`src/rtl/pc_seq.sv`:
```
`default_nettype none
// ============================================================================
//  Module      : pc_seq
//  Description : Program-counter sequencer for the nRISC core. Holds the PC
//                register and selects the next PC from sequential increment,
//                relative branch, absolute jump, call and return. Includes a
//                small circular hardware return-address stack (RAS).
//
//  Ports
//    clk          in   system clock, rising edge
//    rst_n        in   asynchronous active-low reset
//    stall        in   hold PC, RAS and flags this cycle
//    branch       in   take relative branch (pc + sext(branch_off))
//    branch_off   in   [OFF_W] signed two's-complement branch offset
//    jump         in   absolute jump to jump_addr
//    call         in   push pc+STEP, go to jump_addr
//    ret          in   pop return address into pc
//    jump_addr    in   [W] absolute target for jump/call
//    pc           out  [W] registered current PC
//    pc_inc       out  [W] pc + STEP (combinational)
//    ras_empty    out  RAS holds no entries
//    ras_full     out  RAS holds RAS_DEPTH entries
//    ras_ovf      out  sticky: call issued while RAS full
//    ras_unf      out  sticky: ret issued while RAS empty
//
//  Revision    : 1.0 - initial release
// ============================================================================
module pc_seq #(
    parameter int          W         = 8,
    parameter int          STEP      = 1,
    parameter int          OFF_W     = 5,
    parameter int unsigned RESET_VEC = 0,
    parameter int          RAS_DEPTH = 4
) (
    input  wire logic             clk,
    input  wire logic             rst_n,
    input  wire logic             stall,
    input  wire logic             branch,
    input  wire logic [OFF_W-1:0] branch_off,
    input  wire logic             jump,
    input  wire logic             call,
    input  wire logic             ret,
    input  wire logic [W-1:0]     jump_addr,
    output logic      [W-1:0]     pc,
    output logic      [W-1:0]     pc_inc,
    output logic                  ras_empty,
    output logic                  ras_full,
    output logic                  ras_ovf,
    output logic                  ras_unf
);

    localparam int               PTR_W       = $clog2(RAS_DEPTH);
    localparam logic [W-1:0]     c_step      = W'(STEP);
    localparam logic [W-1:0]     c_reset_vec = W'(RESET_VEC);
    localparam logic [PTR_W:0]   c_depth     = (PTR_W+1)'(RAS_DEPTH);
    localparam logic [PTR_W:0]   c_cnt_one   = 1;
    localparam logic [PTR_W-1:0] c_ptr_one   = 1;

    logic [W-1:0]     r_pc;
    logic [W-1:0]     r_ras [RAS_DEPTH];
    // r_wp is the slot the next push writes; the top entry sits at r_wp-1.
    // When full, r_wp points at the oldest entry, so a push overwrites it.
    logic [PTR_W-1:0] r_wp;
    logic [PTR_W:0]   r_cnt;
    logic             r_ovf;
    logic             r_unf;

    logic [W-1:0]     w_pc_inc;
    logic [W-1:0]     w_off_ext;
    logic [W-1:0]     w_br_tgt;
    logic [PTR_W-1:0] w_top_idx;
    logic             w_empty;
    logic             w_full;
    logic             w_push;

    generate
        if (W > OFF_W) begin : g_sext_ext
            assign w_off_ext = {{(W-OFF_W){branch_off[OFF_W-1]}}, branch_off};
        end else begin : g_sext_trunc
            assign w_off_ext = branch_off[W-1:0];
        end
    endgenerate

    assign w_pc_inc  = r_pc + c_step;
    assign w_br_tgt  = r_pc + w_off_ext;
    assign w_top_idx = r_wp - c_ptr_one;
    assign w_empty   = (r_cnt == '0);
    assign w_full    = (r_cnt == c_depth);
    // ret outranks call, so a simultaneous call+ret never pushes
    assign w_push    = !stall && !ret && call;

    always_ff @(posedge clk or negedge rst_n) begin
        if (!rst_n) begin
            r_pc  <= c_reset_vec;
            r_wp  <= '0;
            r_cnt <= '0;
            r_ovf <= 1'b0;
            r_unf <= 1'b0;
        end else if (!stall) begin
            if (ret) begin
                if (!w_empty) begin
                    r_pc  <= r_ras[w_top_idx];
                    r_wp  <= w_top_idx;
                    r_cnt <= r_cnt - c_cnt_one;
                end else begin
                    r_pc  <= w_pc_inc;
                    r_unf <= 1'b1;
                end
            end else if (call) begin
                r_pc <= jump_addr;
                r_wp <= r_wp + c_ptr_one;
                if (w_full) begin
                    r_ovf <= 1'b1;
                end else begin
                    r_cnt <= r_cnt + c_cnt_one;
                end
            end else if (jump) begin
                r_pc <= jump_addr;
            end else if (branch) begin
                r_pc <= w_br_tgt;
            end else begin
                r_pc <= w_pc_inc;
            end
        end
    end

    // Stack storage carries no reset: contents are meaningless while empty.
    always_ff @(posedge clk) begin
        if (w_push) begin
            r_ras[r_wp] <= w_pc_inc;
        end
    end

    assign pc        = r_pc;
    assign pc_inc    = w_pc_inc;
    assign ras_empty = w_empty;
    assign ras_full  = w_full;
    assign ras_ovf   = r_ovf;
    assign ras_unf   = r_unf;

endmodule
`default_nettype wire

```
`config.mk`:
```
export PLATFORM = sky130hd
export DESIGN_NAME = pc_seq
export DESIGN_NICKNAME = d
export VERILOG_FILES = /design/src/rtl/pc_seq.sv
export SDC_FILE = /design/constraint.sdc
export NUM_CORES = 1
export LEC_CHECK = 0
export BUFFER_PORTS_ARGS = -buffer_cell sky130_fd_sc_hd__buf_2
export CAP_MARGIN = 5
export CORE_ASPECT_RATIO = 0.7
export CORE_MARGIN = 2
export CORE_UTILIZATION = 25
export DETAILED_ROUTE_END_ITERATION = 7
export PLACE_DENSITY = 0.4
export SLEW_MARGIN = 30
export SYNTH_ARGS = -nofsm -noshare
export SYNTH_HDL_FRONTEND = slang
export SYNTH_SLANG_ARGS = --single-unit
```
`constraint.sdc`:
```
create_clock -name clk -period 6 [get_ports clk]
set_clock_uncertainty 0.1 [all_clocks]
set_input_delay 1.8 -clock clk [delete_from_list [all_inputs] [get_ports clk]]
set_output_delay 1.8 -clock clk [all_outputs]
set_load 0.02 [all_outputs]
```
==> results.py <==
metrics = {
    "synth": {
        "synth_seq_cells": 47,
        "avgSynthCellArea_sq_um": 12.76,
        "synthCells": 200,
        "synth-adder-area-share_pct": 7.451,
        "synth_top_family_by_area": "compound AO/OA/AOI/OAI gates",
        "synth_xor_area_share_pct": 5.833,
        "syn_area_sq_um": 2552,
        "yosys.area_share.simple_pct": 8.873,
        "yosys_warnings": 0,
        "seq_area_frac_synth_pct": 52.35,
        "yosys-top-cells-area": "edfxtp_1, dfrtp_1, mux4_1",
        "synth_top_area_cell": "edfxtp_1",
        "synth-edff-count": 32,
        "synth_ff_type": "edfxtp_1",
        "async_reset_ff_share_pct": 31.91,
        "synth_compound_area_share_pct": 12.21,
        "syn-num-nets": 234,
        "synthMuxAreaShare_pct": 9.118,
        "yosysMostFrequentCell": "edfxtp_1",
        "synth_cell_type_count": 45,
        "yosys-top-cells-count": "edfxtp_1, dfrtp_1, ha_1, xnor2_1",
        "synth_top_area_share_pct": 37.65,
    },
    "critical_path": {
        "crit_type": "register to primary output",
        "startpoint_type": "register",
        "required_ns": 4.10,
        "r2r_cells": 5,
        "cp_max_fo": 10,
        "end_kind": "primary output",
        "arrival_ns": 2.02,
    },
    "run_status": {
        "status": "finished clean",
    },
    "finish": {
        "n_antenna_cell": 0,
        "area_growth_pct": 17.84,
        "drive_above_1_share_pct": 23.53,
        "nets": 271,
    },
    "run": {
        "cap_violations": 0,
    },
    "clocking": {
        "clk_transition_reported_paths_ns": 0.07,
        "tritoncts": "built",
        "cts_buffers": 5,
        "postCtsHoldBufs": 0,
        "post_cts_buffers": 0,
        "cts_resized": 0,
        "cts_root_buf": "clkbuf_16",
        "htree_levels": 2,
        "insertion_delay_ns": 0.29,
        "clockBufferDepth": 2,
        "clkSinkCount": 47,
    },
    "power_and_ir_drop": {
        "p_leak_nw": 1.187,
        "p_total_mw": 1.521,
        "powerDensity_nw_per_um2": 505.8,
        "vdd_drop_max_mv": 0.1427,
    },
    "route": {
        "ant_nets": 0,
        "drc": 0,
        "firstDrtPassIters": 4,
        "routed_via_density": 4.790,
        "finalWirelength_um": 6303,
        "drt_iter0_markers": 169,
        "num_vias": 1753,
        "avgRoutedWirePerCell_um": 17.22,
    },
    "grt": {
        "antenna_found_initial": 0,
        "grt_pass1_wl_um": 10040,
        "overflow": 0,
        "grt_usage_pct": 12.08,
        "grt_pass1_vias": 1691,
        "grt_max_degree": 18,
    },
    "place": {
        "dp_hpwl_um": 4684,
        "port-buffer-count": 39,
        "gp_congestion": 0.7793,
    },
    "sta": {
        "max_slew_margin_pct": 50.34,
        "worst_slew_pin_slew_ns": 0.7422,
        "setup_tns_ns": 0,
        "fin_crit_ns": 3.917,
        "maxSlewViolCount": 0,
        "hold_viol": 0,
        "min_period_over_period_pct": 65.28,
        "setup_viol": 0,
        "clock.fmax_mhz": 255.3,
        "rsz0062_at_grt": "false",
    },
    "min_path": {
        "whs_path_depth": 1,
        "hold_class": "register to register",
    },
    "die": {
        "start_util_pct": 26.05,
        "core_area_sq_um": 9797,
        "rows": 30,
        "fp.dieArea_sq_um": 11050,
        "ios": 40,
        "die_height_um": 88.54,
        "die-width_um": 124.8,
    },
}
[per-layer routing]
metal | wire [um] | GRT usage, % | up-vias
li1 | - | - | 850
met2 | 2575 | 16.94 | 51
met1 | 3255 | 18.24 | 846
met3 | 409 | 3.023 | 6
met5 | 0 | 0 | -
met4 | 62 | 3.677 | 0
[area by class of cell]
cell class,instances,area (sq um)
clock buffers,5,125.1
clock inverters,3,27.53
fillers,989,6789
inverters,11,46.29
multi-input cells,132,1110
flip-flops and latches,47,1336
well taps,128,160.2
repair buffers,40,202.7
[sequential cells by signal, summed over array words and instances, names as in the netlist]
register,count
r_cnt,3
r_wp,2
r_ras,32
ras_ovf,1
pc,8
ras_unf,1
[critical path, cell delays in order, from the launching register on]
cell and delay [ns]:
dfrtp_1 0.57, ha_1 0.27, nand3_1 0.10, xnor2_1 0.51
buf_2 0.27
[where the power goes]
group | internal [mW] | leakage, nW | total (mW) | switching [mW]
sequential | 0.452 | 0.469 | 0.543 | 0.0910
combinational | 0.280 | 0.646 | 0.689 | 0.408
clock | 0.159 | 0.0723 | 0.289 | 0.130
[cell families (layout without fill, tap and decap cells)]
group | Yosys count | in the layout
DFF | 47 | 47
AOI/OAI and AO/OA | 46 | 46
muxes | 11 | 11
buffers and inverters | 21 | 59
adders and majority gates | 14 | 14
and+or+nand+nor | 44 | 44
xor gates and xnor gates | 17 | 17
[per-stage QoR]
stage	utilization, %	instances	setup slack (ns)	hold slack [ns]	area, sq um
final	30.70	366	2.083	0.3636	3008
after global routing	30.70	366	1.873	0.3936	3008
after CTS	30.70	366	2.000	0.3761	3008
after detailed placement	29.14	358	2.323	0.3602	2855
after global placement	29.14	358	2.352	0.3643	2855
after floorplan	-	200	2.623	0.3502	2552
[path summary, 6_finish.rpt]
| path | from | endpoint | slack [ns] |
|---|---|---|---|
| max in group asynchronous | rst_n | pc[2] | 4.19 |
| min | ras_unf | ras_unf | 0.36 |
| max reg2reg | r_wp[0] | pc[6] | 3.41 |
| min in group asynchronous | rst_n | pc[3] | 1.33 |
| min reg2reg | ras_unf | ras_unf | 0.36 |
| max | pc[0] | pc_inc[4] | 2.08 |
[placed cells by master (no fill, tap or decap), types with 3 or more instances in the layout]
| master | synthesis | routed |
|---|---|---|
| mux2i_1 | 3 | 3 |
| xor2_1 | 5 | 5 |
| ha_1 | 12 | 12 |
| nand3_1 | 4 | 4 |
| and3_1 | 5 | 5 |
| a222oi_1 | 5 | 5 |
| o21ai_0 | 11 | 11 |
| nor2_1 | 11 | 11 |
| xnor2_1 | 12 | 12 |
| edfxtp_1 | 32 | 32 |
| mux4_1 | 6 | 6 |
| inv_1 | 10 | 10 |
| nand2_1 | 9 | 9 |
| o211ai_1 | 4 | 4 |
| a21oi_1 | 8 | 8 |
| clkbuf_16 | 0 | 5 |
| buf_2 | 0 | 39 |
| a211oi_1 | 3 | 3 |
| dfrtp_1 | 15 | 15 |
Power figures use the tool's default switching activity.
